--- src/rtl/mult_div_unit.sv ---
// mult_div_unit: multi-cycle signed MULT/DIV engine with HI/LO registers and done pulse.
// Define MULTDIV_EXCEPTION_EN to trap DIV by zero in one cycle with a div_zero pulse.
module mult_div_unit #(
    parameter int WIDTH = 32
) (
    input  logic             clk,
    input  logic             reset,
    input  logic             start,
    input  logic             op,
    input  logic [WIDTH-1:0] a,
    input  logic [WIDTH-1:0] b,
    output logic             busy,
    output logic             done,
    output logic             div_zero,
    output logic [WIDTH-1:0] hi,
    output logic [WIDTH-1:0] lo
);
    localparam int CW = $clog2(WIDTH);
    typedef enum logic [1:0] {IDLE, RUN, FIX} state_t;
    state_t state, state_nx;
    logic op_r, sa, sb, trap, ge;
    logic [WIDTH-1:0] mag_a, mplr, abs_a, abs_b, rem_nx;
    logic [WIDTH:0] sum, rem_sh, diff;
    logic [2*WIDTH-1:0] acc, acc_nx;
    logic [CW-1:0] cnt;
`ifdef MULTDIV_EXCEPTION_EN
    assign trap = op && b == '0;
    always_ff @(posedge clk or negedge reset)
        if (!reset) div_zero <= 1'b0;
        else        div_zero <= state == IDLE && start && trap;
`else
    assign trap = 1'b0;
    assign div_zero = 1'b0;
`endif
    assign busy  = state != IDLE;
    assign abs_a = a[WIDTH-1] ? -a : a;
    assign abs_b = b[WIDTH-1] ? -b : b;
    // mplr holds |b|: shifted as multiplier for MULT, static divisor for DIV
    always_comb begin
        sum    = {1'b0, acc[2*WIDTH-1:WIDTH]} + (mplr[0] ? {1'b0, mag_a} : '0);
        rem_sh = acc[2*WIDTH-1:WIDTH-1];
        ge     = rem_sh >= {1'b0, mplr};
        diff   = rem_sh - {1'b0, mplr};
        rem_nx = ge ? diff[WIDTH-1:0] : rem_sh[WIDTH-1:0];
        acc_nx = op_r ? {rem_nx, acc[WIDTH-2:0], ge} : {sum, acc[WIDTH-1:1]};
    end
    always_comb begin
        state_nx = state;
        state_nx = state == IDLE ? ((start && !trap) ? RUN : IDLE) :
                   state == RUN  ? ((cnt == CW'(WIDTH-1)) ? FIX : RUN) : IDLE;
    end
    always_ff @(posedge clk or negedge reset)
        if (!reset) state <= IDLE;
        else        state <= state_nx;
    always_ff @(posedge clk or negedge reset)
        if (!reset) begin
            op_r  <= 1'b0;
            sa    <= 1'b0;
            sb    <= 1'b0;
            mag_a <= '0;
            mplr  <= '0;
            acc   <= '0;
            cnt   <= '0;
            done  <= 1'b0;
            hi    <= '0;
            lo    <= '0;
        end else begin
            done <= 1'b0;
            if (state == IDLE && start) begin
                op_r  <= op;
                sa    <= a[WIDTH-1];
                sb    <= b[WIDTH-1];
                mag_a <= abs_a;
                mplr  <= abs_b;
                acc   <= {{WIDTH{1'b0}}, op ? abs_a : {WIDTH{1'b0}}};
                cnt   <= '0;
                done  <= trap;
            end else if (state == RUN) begin
                acc  <= acc_nx;
                mplr <= op_r ? mplr : mplr >> 1;
                cnt  <= cnt + 1'b1;
            end else if (state == FIX) begin
                done <= 1'b1;
                if (op_r) begin
                    hi <= sa ? -acc[2*WIDTH-1:WIDTH] : acc[2*WIDTH-1:WIDTH];
                    lo <= (sa ^ sb) ? -acc[WIDTH-1:0] : acc[WIDTH-1:0];
                end else
                    {hi, lo} <= (sa ^ sb) ? -acc : acc;
            end
        end
endmodule

--- config.mk ---
export PLATFORM = sky130hd
export DESIGN_NAME = mult_div_unit
export DESIGN_NICKNAME = d
export VERILOG_FILES = /design/src/rtl/mult_div_unit.sv
export SDC_FILE = /design/constraint.sdc
export NUM_CORES = 1
export LEC_CHECK = 0
export BUFFER_PORTS_ARGS = -buffer_cell sky130_fd_sc_hd__clkbuf_2
export CAP_MARGIN = 25
export CORE_MARGIN = 8
export CORE_UTILIZATION = 46
export DETAILED_ROUTE_END_ITERATION = 10
export HOLD_SLACK_MARGIN = 0.1
export SLEW_MARGIN = 5
export SYNTH_ARGS = -nofsm -noshare
export SYNTH_HDL_FRONTEND = slang
export SYNTH_SLANG_ARGS = --single-unit
export TNS_END_PERCENT = 1
--- constraint.sdc ---
create_clock -name clk -period 9.5 [get_ports clk]
set_input_delay 0.475 -clock clk [delete_from_list [all_inputs] [get_ports clk]]
set_output_delay 0.475 -clock clk [all_outputs]
set_load 0.005 [all_outputs]
# Word level (Yosys, flattened, before mapping)

Index checks and enable logic that the tools add are counted.

Bits in registers: 203
Output and inout bits: 67
Bits of input ports: 68

Reductions and logical operators: 6
Bitwise gates (word level): 3
$add $sub $neg: 8
Equal/unequal tests: 4
Multiplexer cells: 25
$lt $le $gt $ge: 1

Operators with widths:

| cell                                                                   | number |
|---|---|
| 32-bit two-way mux                                                     | 12 |
| 64-bit two-way mux                                                     | 4 |
| 32-bit negation                                                        | 4 |
| 64-bit negation                                                        | 1 |
| 32-bit by 32-bit adder with 33-bit output                              | 1 |
| 33-bit by 32-bit greater-or-equal comparator with 1-bit output         | 1 |
| 32-bit subtractor                                                      | 1 |
| 5-bit two-way mux                                                      | 2 |
| 2-bit two-way mux                                                      | 3 |
| 5-bit by 1-bit adder with 5-bit output (second input constant)         | 1 |
| 5-bit equality test (second input constant)                            | 1 |
| 1-bit two-way mux                                                      | 4 |
| 2-bit nonzero test                                                     | 2 |
| 3-bit AND reduction                                                    | 1 |
| 2-bit by 1-bit equality test with 1-bit output (second input constant) | 1 |
| 2-bit equality test (second input constant)                            | 1 |
| 2-bit logical NOT                                                      | 1 |
| 2-bit by 1-bit != test with 1-bit output (second input constant)       | 1 |
| 1-bit inverter                                                         | 2 |
| 2-bit AND reduction                                                    | 1 |
| 1-bit logical AND                                                      | 1 |
| 1-bit XOR                                                              | 1 |

# Logic depth before layout (Yosys ltp)

Gate-level depths: netlist of run 1.

Depth in word-level cells: 5
Depth in mapped cells: 14
Mapped depth without buffers: 13

# Worst setup path after synthesis of run 1

No wires, ideal clock.

Kind: reg2reg
Start: register acc[33]
End: register hi[28]
Arrival time: 3,070 ps
Cell stages (with the launch flop): 13
Slack: 6,296 ps
Setup time: 134 ps
Period minus slack after synthesis: 3,204 ps
Path buffers: 1
Data required time: 9,366 ps
Cells stage by stage: dfrtp_1 inv_1 ha_1 or3b_1 or3_1 clkbuf_1 or3_1 or3_1 or4_1 o21ai_1 a21oi_1 xnor2_1 o21ai_0

Longest elaborated chain between the ends: 3

Ends and longest elaborated chain:

| item                                                            | RTL line | source |
|---|---|---|
| start, declared                                                 | 24       | `logic [2*WIDTH-1:0] acc, acc_nx;` |
| start signal, assigned                                          | 75       | `acc <= {{WIDTH{1'b0}}, op ? abs_a : {WIDTH{1'b0}}};` |
| start signal, assigned                                          | 79       | `acc <= acc_nx;` |
| 64-bit negation / 32-bit negation (equally long branches)       | 88, 85   |  |
| 64-bit two-way mux / 32-bit two-way mux (equally long branches) | 88, 85   |  |
| 32-bit two-way mux *                                            | 84       | `if (op_r) begin` |
| end signal, assigned                                            | 85       | `hi <= sa ? -acc[2*WIDTH-1:WIDTH] : acc[2*WIDTH-1:WIDTH];` |
| end signal, assigned                                            | 88       | `{hi, lo} <= (sa ^ sb) ? -acc : acc;` |
| end, declared                                                   | 15       | `output logic [WIDTH-1:0] hi,` |

Mark *: on every way between the ends. The rest lies on a longest branch, timed or not.
A chain may end at the register's enable or synchronous reset.

# Final worst setup path of run 1

Start: register mplr[0]
End: register acc[61]

Longest elaborated chain between the ends: 5

Ends and longest elaborated chain:

| item                                                                                   | RTL line | source |
|---|---|---|
| start, declared                                                                        | 22       | `logic [WIDTH-1:0] mag_a, mplr, abs_a, abs_b, rem_nx;` |
| start signal, assigned                                                                 | 74       | `mplr <= abs_b;` |
| start signal, assigned                                                                 | 80       | `mplr <= op_r ? mplr : mplr >> 1;` |
| 32-bit two-way mux, or another cell as far along                                       | 40       | `sum = {1'b0, acc[2*WIDTH-1:WIDTH]} + (mplr[0] ? {1'b0, mag_a} : '0);` |
| 32-bit by 32-bit adder with 33-bit output / 32-bit two-way mux (equally long branches) | 40, 44   |  |
| 64-bit two-way mux *                                                                   | 45       | `acc_nx = op_r ? {rem_nx, acc[WIDTH-2:0], ge} : {sum, acc[WIDTH-1:1]};` |
| 64-bit two-way mux *                                                                   | 78       | `end else if (state == RUN) begin` |
| 64-bit two-way mux *                                                                   | 69       | `if (state == IDLE && start) begin` |

Mark *: on every way between the ends. The rest lies on a longest branch, timed or not. The select of a mux whose other input is x is not followed.

==> flow_summary.yaml, run 1 <==
grt:
  grt_pass1_wl_um: 73600
  grt_overflow: 0
  track_usage: 0.2332
  antenna_found_initial: 0
  grt_pass1_vias: 13330
  grt_max_degree: 102
synth:
  ys_ff_latch: 203
  synth-async-reset-ratio: 1.000
  syn_nets: 1986
  syn_area_per_cell_um2: 8.181
  netlist_area_um2: 15100
  synth-edff-count: 0
  ys_types: 74
  yosys_most_used_dff: "dfrtp_1"
  yosysSeqAreaShare: 0.3364
  yosysWarnings: 0
  syn-instance-count: 1846
sta:
  finClkSkew_ps: 11.31
  whs_ps: 254.3
  relSlewSlack: 0.3772
  finalSetupTns_ps: 0
  finalMaxSlewViolations: 0
  timing.final.hold_violations: 0
  setup_viol: 0
  rsz0062_at_grt: "no"
  timing_worst_slew_pin_value_ps: 934.1
  post-route-period-util: 0.4291
  period_minus_slack_ps: 4077
  fmax_ghz: 0.2453
routing:
  via_count: 13860
  detail_route.wl_per_cell_um: 19.53
  viasPerCell: 5.869
  drc_errors: 0
  totalWireLength_um: 46140
  ant_nets: 0
  firstDrtPassIters: 5
  drt_iter0_markers: 816
worst_setup_path:
  r2r_slack_ps: 5420
  rr_worst_depth: 13
  critPathKind: "reg -> reg"
  crit_required_ps: 9930
  crit_top_cell: "o211ai_1"
  end_kind: "flip-flop"
  slowest_delay_ps: 810
  crit_fanout: 34
  cp_top_family: "compound AO/OA/AOI/OAI gates"
  worstSetupStartpointType: "flip-flop"
  critPathCapture: "acc[61]"
  path_cells: "and2_1 -> ha_1 -> inv_1 -> fa_1 -> nand2b_1 -> a21oi_1 -> o211ai_1 -> a211oi_1 -> o41ai_1 -> o31ai_1 -> a311oi_1 -> xor2_1 -> o211ai_1"
  critPathArrivalTime_ps: 4500
  cp-startpoint: "mplr[0]"
  reg2reg_to: "acc[61]"
  cp.depth: 13
  cp_num_buf_inv: 1
  crit_slowest_cell: "dfrtp_1"
  reg2reg_from: "mplr[0]"
cts:
  cts_post_setup_buffers_inserted: 0
  clockBufferDepth: 3
  clkTransAtPathRegs_ps: 60
  post_cts_resized: 0
  cts.sinks: 203
  cts_max_level: 1
  clkLatencyLatePin_ps: 520
  cts_tree: "done"
  numCtsBuffers: 25
  cts-root-buf: "clkbuf_16"
die:
  rows: 66
  coreArea_um2: 32450
  die_w_um: 197.2
  die_h_um: 197.2
  ios: 135
  dieArea_um2: 38880
  initial_utilization: 0.4653
placed_design:
  finalWeightedCongestion: 0.9215
  place_area_um2: 16030
  dp_hpwl_um: 34370
  portBuffers: 133
pwr:
  vdd_drop_max_v: 0.0001867
  p_leak_nw: 7.543
  cellPowerDensity_nw_per_um2: 389.5
cells_and_area:
  regArea_um2: 5081
  area_delta_synth_final_pct: 11.98
  nFillCells: 3172
  drive_gt1_frac: 0.1141
  final_nets: 2043
  final_util: 0.5211
  stdcell_area_um2: 16910
  multi_input_area_um2: 9325
worst_hold_path:
  hold_path.class: "in -> reg"
run:
  maxCapViolCount: 0
status:
  status: "finished clean"
==> power by group <==
group | internal [mW] | switching (mW)
clock | 0.574 | 0.378
sequential | 1.17 | 0.502
combinational | 1.67 | 2.30
total | 3.41 | 3.18
==> metrics by stage <==
stage | setup WS, ps | power [mW] | std cells
6_report | 5423 | 6.587 | 2362
5_1_grt | 5051 | 7.138 | 2361
4_1_cts | 5319 | 6.576 | 2358
3_5_place_dp | 5337 | 5.600 | 2314
3_3_place_gp | 5457 | 5.563 | 2313
2_1_floorplan | 6296 | 4.511 | 1846
==> layout by cell type, fill, tap and decap left out, types with 5 or more instances in the layout <==
cell / Yosys / layout
o21ai_0: 213 / 213
nand2_1: 205 / 204
dfrtp_1: 203 / 202
a21oi_1: 152 / 152
clkbuf_2: 0 / 132
nor2_1: 132 / 130
xor2_1: 92 / 92
xnor2_1: 81 / 81
ha_1: 70 / 70
inv_1: 65 / 65
mux2i_1: 53 / 53
and2_1: 38 / 37
o22ai_1: 34 / 34
a211oi_1: 33 / 33
nor3_1: 27 / 27
clkbuf_16: 0 / 25
o31ai_1: 24 / 24
a21o_1: 19 / 19
or3_1: 19 / 19
o41ai_1: 18 / 18
buf_4: 1 / 18
nand3_1: 17 / 17
nor4_1: 17 / 17
a22oi_1: 16 / 16
nand4_1: 14 / 14
nand2b_1: 16 / 14
or4_1: 14 / 14
nor2b_1: 13 / 13
a31oi_1: 13 / 13
o211ai_1: 11 / 11
o21a_1: 10 / 10
o21bai_1: 8 / 8
clkbuf_1: 110 / 7
and4_1: 6 / 6
o221ai_1: 6 / 6
a221oi_1: 6 / 6
clkbuf_8: 0 / 6
nand3b_1: 5 / 5
or4_4: 5 / 5
==> cell type report <==
type,instances,area share
multi-input cells,1453,0.5514
flip-flops and latches,203,0.3005
repair buffers,155,0.05334
diodes,1,0.0001480
clock inverters,6,0.004883
clock buffers,37,0.04262
inverters,65,0.01443
well taps,442,0.03270
==> worst register-to-register path: stages (launching register included) <==
cell and delay (ps):
dfrtp_1 810, and2_1 230, ha_1 170, inv_1 60, fa_1 390, nand2b_1 200, a21oi_1 240, o211ai_1 180
a211oi_1 480, o41ai_1 240, o31ai_1 470, a311oi_1 190, xor2_1 170, o211ai_1 170
==> synth_stat cells (all sizes together) (33+ instances only) <==
| cell type | number | area, µm² |
|---|---|---|
| ha | 70 | 875.8 |
| and2 | 38 | 237.7 |
| inv | 65 | 244.0 |
| a21oi | 152 | 760.7 |
| mux2i | 53 | 530.5 |
| nor2 | 132 | 495.5 |
| nand2 | 205 | 769.5 |
| dfrtp | 203 | 5080 |
| xnor2 | 81 | 709.4 |
| clkbuf | 110 | 412.9 |
| a211oi | 33 | 247.7 |
| xor2 | 92 | 805.8 |
| o21ai | 216 | 1081 |
| o22ai | 34 | 212.7 |
==> repair_timing <==
action	CTS	global route
hold endpoints to repair	56	0
hold buffers	1	0
endpoints found under the setup margin	0	0
==> worst min-delay path by stage <==
stage | cells past startpoint | to | slack, ps | from
floorplan | 0 | acc[0] | 180 | reset
global placement | 2 | mag_a[13] | 460 | mag_a[13]
detailed placement | 2 | mag_a[13] | 460 | mag_a[13]
CTS | 3 | acc[1] | 220 | op
global route | 3 | acc[1] | 270 | op
finish | 3 | acc[1] | 250 | op
==> sequential cells by signal, summed over array words and instances (netlist names) <==
register and flops:
done 1, hi 32, sa 1, sb 1, op_r 1, state 2
acc 64, mplr 32, cnt 5, mag_a 32, lo 32
==> logic make-up after synthesis <==
family / count (synthesis) / synth area share
XOR/XNOR: 173 / 0.1003
adder cells (fa/ha/maj): 72 / 0.06065
buffers and inverters: 190 / 0.04772
other: 1 / 0.0002483
AND/OR/NAND/NOR: 550 / 0.1758
AO/OA/AOI/OAI: 602 / 0.2423
multiplexers: 55 / 0.03662
flip-flops: 203 / 0.3364
==> metal layers <==
metal  routed length (µm)  vias to the layer above  global-route usage
met5                    0                        -                   0
met4                 1375                        0             0.06826
met3                 2368                      100             0.03135
met2                21410                      392              0.3832
met1                20990                     6621              0.3166
li1                     -                     6750                   -
Power figures use the tool's default switching activity.
==> inputs of run 2 (changes only) <==
--- a/config.mk
+++ b/config.mk
@@ -11,6 +11,7 @@
 export CORE_UTILIZATION = 46
 export DETAILED_ROUTE_END_ITERATION = 10
 export HOLD_SLACK_MARGIN = 0.1
+export PLACE_DENSITY = 0.67
 export SLEW_MARGIN = 5
 export SYNTH_ARGS = -nofsm -noshare
 export SYNTH_HDL_FRONTEND = slang
==> constraint.sdc (replaced) <==
create_clock -name clk -period 3.7 [get_ports clk]
set_input_delay 0.185 -clock clk [delete_from_list [all_inputs] [get_ports clk]]
set_output_delay 0.185 -clock clk [all_outputs]
set_load 0.005 [all_outputs]
==> flow_summary.yaml, run 2 (synthesis gave the netlist of run 1 again) <==
worst_setup_path:
  crit_slowest_cell: "nor4_1"
  cp_top_family: "simple AND/OR/NAND/NOR gates"
  slowest_delay_ps: 590
  critPathKind: "reg -> reg"
  end_kind: "flip-flop"
  worstSetupStartpointType: "flip-flop"
  path_cells: "or4_1 -> nor4_1 -> nand4_1 -> nand2b_1 -> o31a_1 -> o41ai_1 -> xor2_1 -> o21ai_0"
  critPathArrivalTime_ps: 3820
  crit_fanout: 7
  crit_required_ps: 4080
  cp_num_buf_inv: 0
sta:
  relSlewSlack: 0.3390
  finalMaxSlewViolations: 0
  period_minus_slack_ps: 3447
  finClkSkew_ps: 8.947
  post-route-period-util: 0.9316
  timing_worst_slew_pin_value_ps: 982.4
  timing.final.hold_violations: 0
  finalSetupTns_ps: 0
  fin_ws_ps: 253.1
  rsz0062_at_grt: "no"
  fmax_ghz: 0.2901
  setup_viol: 0
  whs_ps: 116.7
routing:
  via_count: 14260
  ant_nets: 0
  drt_iter0_markers: 1120
  viasPerCell: 5.821
  detail_route.wl_per_cell_um: 19.27
  totalWireLength_um: 47190
  firstDrtPassIters: 5
  drc_errors: 0
cts:
  cts-root-buf: "clkbuf_16"
  clkTransAtPathRegs_ps: 60
  cts_max_level: 1
  numCtsBuffers: 23
  cts.sinks: 203
  cts_post_setup_buffers_inserted: 0
  clkLatencyLatePin_ps: 530
  cts_tree: "done"
  clockBufferDepth: 3
status:
  status: "finished clean"
pwr:
  cellPowerDensity_nw_per_um2: 970.1
  p_leak_nw: 7.877
  vdd_drop_max_v: 0.0004437
  power.total_mw: 17.08
die:
  coreArea_um2: 32450
  die_w_um: 197.2
  rows: 66
  dieArea_um2: 38880
  die_h_um: 197.2
  initial_utilization: 0.4653
  ios: 135
cells_and_area:
  area_delta_synth_final_pct: 16.60
  nFillCells: 3057
  stdcell_area_um2: 17610
  stdcell_count: 2449
  final_nets: 2131
  layout_common_cells: "213 x o21ai_0, 204 x nand2_1, 202 x dfrtp_1, 152 x a21oi_1, 132 x clkbuf_2"
  largest_reg_flops: 64
  drive_gt1_frac: 0.1223
  regArea_um2: 5081
  multi_input_area_um2: 9333
  final_util: 0.5426
  top_register: "acc"
  mostFrequentLayoutCell: "o21ai_0"
grt:
  grt_overflow: 0
  track_usage: 0.2360
  antenna_found_initial: 1
  grt_pass1_wl_um: 74240
  grt_max_degree: 106
  grt_pass1_vias: 13730
run:
  maxCapViolCount: 0
placed_design:
  place_area_um2: 16270
  dp_hpwl_um: 34920
  dp_slack_ps: 262.4
  finalWeightedCongestion: 0.9668
  portBuffers: 133
  dp_cells: 2345
worst_hold_path:
  hold_path.class: "in -> reg"
## run 2: cell count changes in the layout (fill, tap and decap cells not counted), moves of 2 or more
| cell | previous run | this run |
|---|---|---|
| buf_12 | 0 | 2 |
| buf_16 | 3 | 0 |
| buf_4 | 18 | 47 |
| bufinv_16 | 2 | 0 |
| clkbuf_1 | 7 | 4 |
| clkbuf_16 | 25 | 23 |
| diode_2 | 1 | 4 |
| dlygate4sd3_1 | 1 | 63 |
## run 2: cell type report
cell class / instances / share of cell area
clock buffers: 32 / 0.03744
diodes: 4 / 0.0005684
clock inverters: 5 / 0.001776
well taps: 442 / 0.03141
inverters: 65 / 0.01386
multi-input cells: 1453 / 0.5300
repair buffers: 245 / 0.09642
flip-flops and latches: 203 / 0.2885
## run 2: routing by layer
layer | routed length [µm] | vias up | track usage | part of all wire
met1 | 20470 | 6792 | 0.3076 | 0.43
met2 | 22320 | 450 | 0.3968 | 0.47
li1 | - | 6925 | - | -
met4 | 1280 | 0 | 0.07774 | 0.027
met3 | 3126 | 88 | 0.03475 | 0.066
met5 | 0 | - | 0 | 0
## run 2: timing repair
item,CTS,global route
endpoints found under the hold margin,186,0
gates resized for setup,0,2
endpoints found under the setup margin,0,4
hold buffers,63,0
## run 2: tightest hold or removal path: cells and delay by family
family	cells	cell delay, ps
AO/OA/AOI/OAI	1	150
buffers and inverters	1	130
XOR/XNOR	1	140
## run 2: path summary, 6_finish.rpt
path	startpoint	end	slack, ps	depth (start not counted)
setup / recovery	acc[22]	hi[30]	250	8
setup reg to reg	acc[22]	hi[30]	250	8
hold reg to reg	mag_a[26]	mag_a[26]	470	2
max in group asynchronous	reset	hi[8]	2380	3
hold / removal	a[23]	mag_a[23]	120	3
min in group asynchronous	reset	hi[18]	320	2
## run 2: where the power goes
part	switching, mW	total [mW]	internal (mW)
Combinational	6.30	10.8	4.52
Clock	0.940	2.17	1.23
Sequential	1.08	4.09	3.01
==> inputs of run 3 (changes only) <==
--- a/config.mk
+++ b/config.mk
@@ -5,8 +5,8 @@
 export SDC_FILE = /design/constraint.sdc
 export NUM_CORES = 1
 export LEC_CHECK = 0
-export BUFFER_PORTS_ARGS = -buffer_cell sky130_fd_sc_hd__clkbuf_2
-export CAP_MARGIN = 25
+export BUFFER_PORTS_ARGS = -buffer_cell sky130_fd_sc_hd__buf_2
+export CAP_MARGIN = 20
 export CORE_MARGIN = 8
 export CORE_UTILIZATION = 46
 export DETAILED_ROUTE_END_ITERATION = 10
==> flow_summary.yaml, run 3 (synthesis gave the netlist of run 1 again) <==
grt:
  track_usage: 0.2386
  antenna_found_initial: 2
  grt_max_degree: 94
  grt_pass1_vias: 13990
  grt_pass1_wl_um: 75450
  grt_overflow: 0
sta:
  fin_ws_ps: 184.6
  relSlewSlack: 0.3549
  rsz0062_at_grt: "no"
  timing.final.hold_violations: 0
  finalSetupTns_ps: 0
  period_minus_slack_ps: 3515
  finClkSkew_ps: 25.20
  post-route-period-util: 0.9501
  timing_worst_slew_pin_value_ps: 960.2
  fmax_ghz: 0.2845
  finalMaxSlewViolations: 0
  setup_viol: 0
placed_design:
  portBuffers: 133
  dp_slack_ps: 214.8
  dp_cells: 2340
  place_area_um2: 16240
  dp_hpwl_um: 34930
  finalWeightedCongestion: 0.9605
worst_setup_path:
  worstSetupStartpointType: "flip-flop"
  end_kind: "flip-flop"
  cp_num_buf_inv: 0
  cp_top_family: "simple AND/OR/NAND/NOR gates"
  crit_required_ps: 4160
  crit_fanout: 11
  crit_slowest_cell: "nor4_1"
  critPathKind: "reg -> reg"
  crit_top_cell: "or4_1"
  path_cells: "nor4_1 -> nand2b_1 -> or3_1 -> or4_1 -> or4_1 -> o21ai_1 -> a21oi_1 -> xnor2_1 -> o21ai_0"
  critPathArrivalTime_ps: 3970
  slowest_delay_ps: 580
cells_and_area:
  final_util: 0.5468
  top_register: "acc"
  mostFrequentLayoutCell: "o21ai_0"
  largest_reg_flops: 64
  final_nets: 2132
  stdcell_area_um2: 17750
  stdcell_count: 2453
  drive_gt1_frac: 0.1240
  area_delta_synth_final_pct: 17.51
  layout_common_cells: "212 x o21ai_0, 204 x nand2_1, 202 x dfrtp_1, 152 x a21oi_1, 132 x buf_2"
routing:
  detail_route.wl_per_cell_um: 19.26
  drt_iter0_markers: 1337
  ant_nets: 0
  via_count: 14340
  viasPerCell: 5.844
  firstDrtPassIters: 6
  drc_errors: 0
  totalWireLength_um: 47250
cts:
  clkTransAtPathRegs_ps: 60
  numCtsBuffers: 24
  cts_post_setup_buffers_inserted: 0
  cts_max_level: 1
  cts.sinks: 203
  clkLatencyLatePin_ps: 530
  clockBufferDepth: 3
  cts_tree: "done"
  cts-root-buf: "clkbuf_16"
die:
  coreArea_um2: 32450
  initial_utilization: 0.4653
  ios: 135
  rows: 66
  die_h_um: 197.2
  dieArea_um2: 38880
  die_w_um: 197.2
worst_hold_path:
  hold_path.class: "in -> reg"
pwr:
  cellPowerDensity_nw_per_um2: 974.0
  p_leak_nw: 7.844
  vdd_drop_max_v: 0.0004283
run:
  maxCapViolCount: 0
status:
  status: "finished clean"
run 3: changes by cell type in the layout (fill, tap and decap cells not counted), sizes merged:
cell         change
diode            -1
clkinvlp         +1
inv              -1
clkinv           +5
clkbuf         -134
bufinv           +2
dlygate4sd3      +5
buf            +127
run 3: final cells by class:
type / instances / area [µm²]
well taps: 442 / 553.0
repair buffers: 245 / 1723
multi-input cells: 1453 / 9344
inverters: 65 / 244.0
clock buffers: 30 / 663.1
clock inverters: 12 / 130.1
fillers: 3036 / 14710
flip-flops and latches: 203 / 5081
diodes: 3 / 7.507
run 3: final timing paths:
path / startpoint / endpoint / slack (ps) / depth (start not counted)
min reg2reg: lo[15] / lo[15] / 470 / 2
min in group asynchronous: reset / hi[10] / 290 / 2
min: a[14] / acc[14] / 130 / 3
max reg2reg: acc[47] / hi[28] / 180 / 9
max in group asynchronous: reset / lo[6] / 2440 / 3
max: acc[47] / hi[28] / 180 / 9
run 3: worst min-delay path, cell delays in order:
cell and delay [ps]:
buf_2 130, xor2_1 130, o22ai_1 150
run 3: power breakdown:
part / total [mW] / switching, mW / leakage, nW / internal [mW]
sequential: 4.11 / 1.10 / 2.36 / 3.01
clock: 2.37 / 0.966 / 0.390 / 1.41
combinational: 10.8 / 6.27 / 5.09 / 4.53
run 3: per-layer routing:
| layer | up-vias | routed length (µm) | global-route usage |
|---|---|---|---|
| li1 | 6923 | - | - |
| met1 | 6793 | 20060 | 0.3175 |
| met2 | 490 | 22130 | 0.3959 |
| met3 | 130 | 3474 | 0.03356 |
| met4 | 0 | 1591 | 0.07607 |
| met5 | - | 0 | 0 |
run 3: per-stage QoR:
step | power, mW | hold WS (ps)
floorplan | 11.58 | -110.6
global placement | 14.56 | 311.6
detailed placement | 14.69 | 307.2
CTS | 17.20 | 105.7
global route | 18.68 | 152.8
finish | 17.28 | 133.2
run 3: repair_timing:
action	4_1_cts	5_1_grt
setup endpoints to repair	0	6
hold buffers	68	0
resized for setup	0	5
hold endpoints to repair	183	0
